--- src/rtl/adder16_mul_seq_if.sv ---
// Handshake bundle for the shift-and-add multiplier sequencer.
//   start_valid / start_ready / a / b : operand channel (master -> slave)
//   result_valid / result_ready / result : product channel (slave -> master)
//   busy : sequencer is in RUN or DONE
// master: the requesting side (ALU / testbench); slave: the multiplier.
interface adder16_mul_seq_if;
    logic        start_valid;
    logic        start_ready;
    logic [15:0] a;
    logic [15:0] b;
    logic        result_valid;
    logic        result_ready;
    logic [15:0] result;
    logic        busy;

    modport master (
        output start_valid,
        output a,
        output b,
        output result_ready,
        input  start_ready,
        input  result_valid,
        input  result,
        input  busy
    );

    modport slave (
        input  start_valid,
        input  a,
        input  b,
        input  result_ready,
        output start_ready,
        output result_valid,
        output result,
        output busy
    );
endinterface

--- src/rtl/adder16_mul_seq.sv ---
// Adder16: 16-bit ripple-carry adder, carry-out discarded (wraps mod 2^16).
//   a_i, b_i : addends
//   sum_o    : a_i + b_i, low 16 bits
//
// adder16_mul_seq: multi-cycle 16x16 multiplier, low 16 bits of the product,
// computed by shift-and-add with one Adder16 step per cycle.
//   clk   : rising-edge clock
//   rst_n : asynchronous active-low reset
//   bus   : slave side of adder16_mul_seq_if (operand/result handshakes, busy)
// EARLY_EXIT=1 stops as soon as the remaining multiplier bits are all zero;
// EARLY_EXIT=0 always runs 16 steps.
module Adder16 (
    input  logic [15:0] a_i,
    input  logic [15:0] b_i,
    output logic [15:0] sum_o
);
    logic c;

    always_comb begin
        c     = 1'b0;
        sum_o = '0;
        for (int unsigned i = 0; i < 16; i++) begin
            sum_o[i] = a_i[i] ^ b_i[i] ^ c;
            c        = (a_i[i] & b_i[i]) | (c & (a_i[i] ^ b_i[i]));
        end
    end
endmodule

module adder16_mul_seq #(
    parameter int EARLY_EXIT = 1
) (
    input  logic                     clk,
    input  logic                     rst_n,
    adder16_mul_seq_if.slave         bus
);
    typedef enum logic [1:0] {
        IDLE = 2'd0,
        RUN  = 2'd1,
        DONE = 2'd2
    } state_t;

    state_t      state_q, state_d;
    logic [15:0] m_q, m_d;
    logic [15:0] q_q, q_d;
    logic [15:0] acc_q, acc_d;
    logic [3:0]  cnt_q, cnt_d;
    logic [15:0] result_q, result_d;

    logic [15:0] sum;
    logic        last_step;

    Adder16 u_add (
        .a_i   (acc_q),
        .b_i   (m_q),
        .sum_o (sum)
    );

    // Exit is judged on the pre-step values, so the step that consumes the
    // final set multiplier bit is the last one.
    always_comb begin
        last_step = (cnt_q == 4'd15);
        if (EARLY_EXIT != 0 && q_q[15:1] == '0) begin
            last_step = 1'b1;
        end
    end

    always_ff @(posedge clk or negedge rst_n) begin
        if (!rst_n) begin
            state_q  <= IDLE;
            m_q      <= '0;
            q_q      <= '0;
            acc_q    <= '0;
            cnt_q    <= '0;
            result_q <= '0;
        end else begin
            state_q  <= state_d;
            m_q      <= m_d;
            q_q      <= q_d;
            acc_q    <= acc_d;
            cnt_q    <= cnt_d;
            result_q <= result_d;
        end
    end

    always_comb begin
        state_d  = state_q;
        m_d      = m_q;
        q_d      = q_q;
        acc_d    = acc_q;
        cnt_d    = cnt_q;
        result_d = result_q;

        unique case (state_q)
            IDLE: begin
                if (bus.start_valid) begin
                    m_d     = bus.a;
                    q_d     = bus.b;
                    acc_d   = '0;
                    cnt_d   = '0;
                    state_d = RUN;
                end
            end
            RUN: begin
                acc_d = q_q[0] ? sum : acc_q;
                m_d   = {m_q[14:0], 1'b0};
                q_d   = {1'b0, q_q[15:1]};
                cnt_d = cnt_q + 4'd1;
                if (last_step) begin
                    result_d = acc_d;
                    state_d  = DONE;
                end
            end
            DONE: begin
                if (bus.result_ready) begin
                    state_d = IDLE;
                end
            end
            default: begin
                state_d = IDLE;
            end
        endcase
    end

    always_comb begin
        bus.start_ready  = (state_q == IDLE);
        bus.result_valid = (state_q == DONE);
        bus.busy         = (state_q == RUN) || (state_q == DONE);
        bus.result       = result_q;
    end
endmodule

--- src/flat_wrapper.sv ---
// flat-port wrapper written by rule: the top's interface ports become plain ports
module adder16_mul_seq_flat 
#(
    parameter int EARLY_EXIT = 1
)
  (clk, rst_n, bus_start_valid, bus_a, bus_b, bus_result_ready, bus_start_ready, bus_result_valid, bus_result, bus_busy);
  adder16_mul_seq_if bus_i ();
  input  logic clk;
  input  logic rst_n;
  input wire logic [$bits(bus_i.start_valid)-1:0] bus_start_valid;
  input wire logic [$bits(bus_i.a)-1:0] bus_a;
  input wire logic [$bits(bus_i.b)-1:0] bus_b;
  input wire logic [$bits(bus_i.result_ready)-1:0] bus_result_ready;
  output wire logic [$bits(bus_i.start_ready)-1:0] bus_start_ready;
  output wire logic [$bits(bus_i.result_valid)-1:0] bus_result_valid;
  output wire logic [$bits(bus_i.result)-1:0] bus_result;
  output wire logic [$bits(bus_i.busy)-1:0] bus_busy;
  assign bus_i.start_valid = bus_start_valid;
  assign bus_i.a = bus_a;
  assign bus_i.b = bus_b;
  assign bus_i.result_ready = bus_result_ready;
  assign bus_start_ready = bus_i.start_ready;
  assign bus_result_valid = bus_i.result_valid;
  assign bus_result = bus_i.result;
  assign bus_busy = bus_i.busy;
  adder16_mul_seq #(.EARLY_EXIT(EARLY_EXIT)) u_core (.clk(clk), .rst_n(rst_n), .bus(bus_i));
endmodule
--- config.mk ---
export PLATFORM = sky130hd
export DESIGN_NAME = adder16_mul_seq_flat
export DESIGN_NICKNAME = d
export VERILOG_FILES = /design/src/rtl/adder16_mul_seq_if.sv /design/src/rtl/adder16_mul_seq.sv /design/src/flat_wrapper.sv
export SDC_FILE = /design/constraint.sdc
export NUM_CORES = 1
export LEC_CHECK = 0
export ABC_AREA = 0
export CAP_MARGIN = 30
export CELL_PAD_IN_SITES_DETAIL_PLACEMENT = 0
export CELL_PAD_IN_SITES_GLOBAL_PLACEMENT = 1
export CORE_MARGIN = 2
export CORE_UTILIZATION = 35
export DETAILED_ROUTE_END_ITERATION = 10
export GPL_TIMING_DRIVEN = 0
export PLACE_DENSITY = 0.64
export SYNTH_ARGS = -nofsm -noshare
export SYNTH_HDL_FRONTEND = slang
export SYNTH_SLANG_ARGS = --single-unit
--- constraint.sdc ---
create_clock -name clk -period 20.7 [get_ports clk]
set_input_delay 4.14 -clock clk [delete_from_list [all_inputs] [get_ports clk]]
set_output_delay 4.14 -clock clk [all_outputs]
set_load 0.02 [all_outputs]
==> results.yml <==
synth:
  synth_largest_area_cell: "dfrtp_1"
  synthFlopType: "dfrtp_1"
  async_reset_ff_share_pct: 100
  netlist_instances: 345
  yosys.cell_count.top_type: "dfrtp_1"
  synth_seq_cells: 70
  ys_warn_count: 0
  synth_edf_count: 0
  synth.area.top_cells: "dfrtp_1 (48%), mux2i_1 (7.9%), fa_1 (7.6%)"
  synth_top_cell_area_share_pct: 47.6
  syn-num-nets: 400
  ys_seq_area_share_pct: 47.6
  ys_top_cells_by_count: "dfrtp_1 (70), nand2_1 (44), o21ai_0 (44), inv_1 (29), mux2i_1 (29)"
  syn-cell-area_mm2: 0.00368
  ys_types: 36
  syn_area_per_cell_um2: 10.7
finish:
  fin_cells: 550
  post-route-util_pct: 44.6
  fin_nets: 466
  drive_above_1_share_pct: 10.9
  nFillCells: 1006
  syn_to_final_growth_pct: 24.4
  n_antenna_cell: 0
die:
  dieArea_mm2: 0.0114
  placeableCoreArea_mm2: 0.0103
  ios: 55
  die_height_um: 107
  die_x_um: 107
  start_util_pct: 35.8
  rows: 37
sta:
  finClkSkew_ns: 0.00902
  relSlewSlack_pct: 59.0
  finalSetupTns_ns: 0
  slew_violations: 0
  max_freq_mhz: 133
  rsz0062_at_grt: "no"
  period_minus_slack_ns: 7.54
  period_share_pct: 36.4
  timing.hold.ws_ns: 0.489
  tightest_slew_ns: 0.615
  fin_ws_ns: 13.16
  final-setup-viol-count: 0
  hold_viol_final: 0
clock_tree:
  clk_pin_slew_ns: 0.07
  cts_tree: "yes"
  clock_latency_ns: 0.34
  cts_resized: 0
  post-cts-setup-buffers: 0
  cts_buffers: 9
  htree_levels: 3
  cts.sinks: 70
  cts-root-buf: "clkbuf_8"
  clockBufferDepth: 2
  cts_hold_buffers: 0
critical_path:
  arrival_ns: 7.81
  path_max_fanout: 4
  cp-end-kind: "flop"
  r2r_setup_slack_ns: 13.16
  critPathKind: "flop to flop"
  critPathRequiredTime_ns: 20.97
  worstSetupStartpointType: "flop"
global_routing:
  grt_usage_pct: 16.3
  grt_pass1_wl_um: 14200
  grt_remaining_overflow: 0
  grt_max_degree: 40
  antenna_found_initial: 0
  grt_pass1_vias: 2758
min_path:
  hp-class: "flop to flop"
placed_design:
  place_inst: 536
  dpl.hpwl_um: 5980
  gp_congestion: 0.729
  place_ws_ns: 13.09
  io_buffers: 54
drt:
  num_vias: 2668
  remaining_drc_errors: 0
  via_per_inst: 4.85
  drtAntennaViolNets: 0
  drt-total-wl_um: 8440
  drt_iter0_drc: 109
  drt_pass1_iterations: 4
  routedWlPerCell_um: 15.3
power_and_ir_drop:
  p_leak_nw: 2.08
  ir_worst_vdd_mv: 0.0488
  power.density_mw_per_mm2: 149
run:
  cap_violations: 0
status:
  status: "finished clean"
[placed cells by master (no fill, tap or decap), types with 2 or more instances in the layout]
| cell | count |
|---|---|
| nand2_1 | 44 |
| mux2i_1 | 29 |
| mux2_4 | 10 |
| ha_1 | 5 |
| o21ai_0 | 44 |
| clkdlybuf4s50_1 | 53 |
| nor3_1 | 2 |
| clkbuf_8 | 9 |
| a21o_1 | 2 |
| fa_1 | 14 |
| a22o_1 | 3 |
| nor2b_1 | 3 |
| a31oi_1 | 3 |
| mux2_2 | 10 |
| nand3_1 | 4 |
| nor4_2 | 3 |
| nor2_1 | 11 |
| a21oi_1 | 16 |
| inv_1 | 29 |
| clkbuf_1 | 14 |
| o22ai_1 | 12 |
| buf_2 | 5 |
| dfrtp_1 | 70 |
| buf_12 | 2 |
[cell families after synthesis]
logic type	Yosys count	synth area share [%]
compound gates	83	12.5
flops	70	47.6
xor+xnor	2	0.476
simple gates	71	8.77
buf+inv	50	5.91
mux	50	15.4
fa+ha+maj	19	9.31
[final cells by class]
cell class,count,area [um^2],area share [%]
Timing Repair Buffer,55,558,12.2
Multi-Input combinational cell,225,1710,37.4
Clock inverter,2,35.0,0.765
Inverter,31,116,2.54
Tap cell,136,170,3.72
Buffer,19,101,2.21
Clock buffer,12,135,2.95
Sequential cell,70,1750,38.3
[registers in the layout, summed over array words and instances, names as in the netlist]
name and count:
u_core.q_q 16, u_core.m_q 16, u_core.cnt_q 4, u_core.bus.result 16, u_core.acc_q 16, u_core.state_q 2
[where the power goes]
part	total [mW]	internal, mW	switching (mW)
logic	0.340	0.151	0.189
registers	0.238	0.194	0.0446
clock network	0.103	0.0544	0.0489
total	0.682	0.399	0.282
[final timing paths]
path                                 startpoint              endpoint  cells after the start
min in group asynchronous                 rst_n  u_core.bus.result[9]                      1
worst min register to register  u_core.acc_q[8]       u_core.acc_q[8]                      2
max in group asynchronous                 rst_n      u_core.acc_q[15]                      2
worst min-delay path            u_core.acc_q[8]       u_core.acc_q[8]                      2
worst max-delay path              u_core.m_q[0]      u_core.acc_q[15]                     21
worst max register to register    u_core.m_q[0]      u_core.acc_q[15]                     21
[worst max-delay path: stages (launching register included)]
cell	delay, ns
dfrtp_1	0.40
ha_1	0.16
inv_1	0.05
fa_1	0.46
fa_1	0.47
fa_1	0.47
fa_1	0.47
fa_1	0.46
fa_1	0.47
fa_1	0.47
fa_1	0.46
fa_1	0.48
fa_1	0.46
fa_1	0.47
fa_1	0.42
inv_1	0.09
fa_1	0.20
fa_1	0.19
xor2_1	0.21
nand2_1	0.12
or4_1	0.40
nand3_1	0.09
[stage by stage]
stage / area [um^2] / total power [mW]
floorplan: 3680 / 0.473
global placement: 4390 / 0.579
detailed placement: 4410 / 0.586
CTS: 4580 / 0.692
global route: 4580 / 0.747
finish: 4580 / 0.682
[routing by layer]
layer  wire length, um  vias to the layer above  track usage, %  share of wire, %
li1                  -                     1307               -                 -
met1              4180                     1300            22.5                50
met2              3850                       52            25.7                46
met3               301                        9            3.74               3.6
met4               104                        0            4.73               1.2
met5                 0                        -               0                 0
Note: power is estimated with default switching activity, not from simulation.
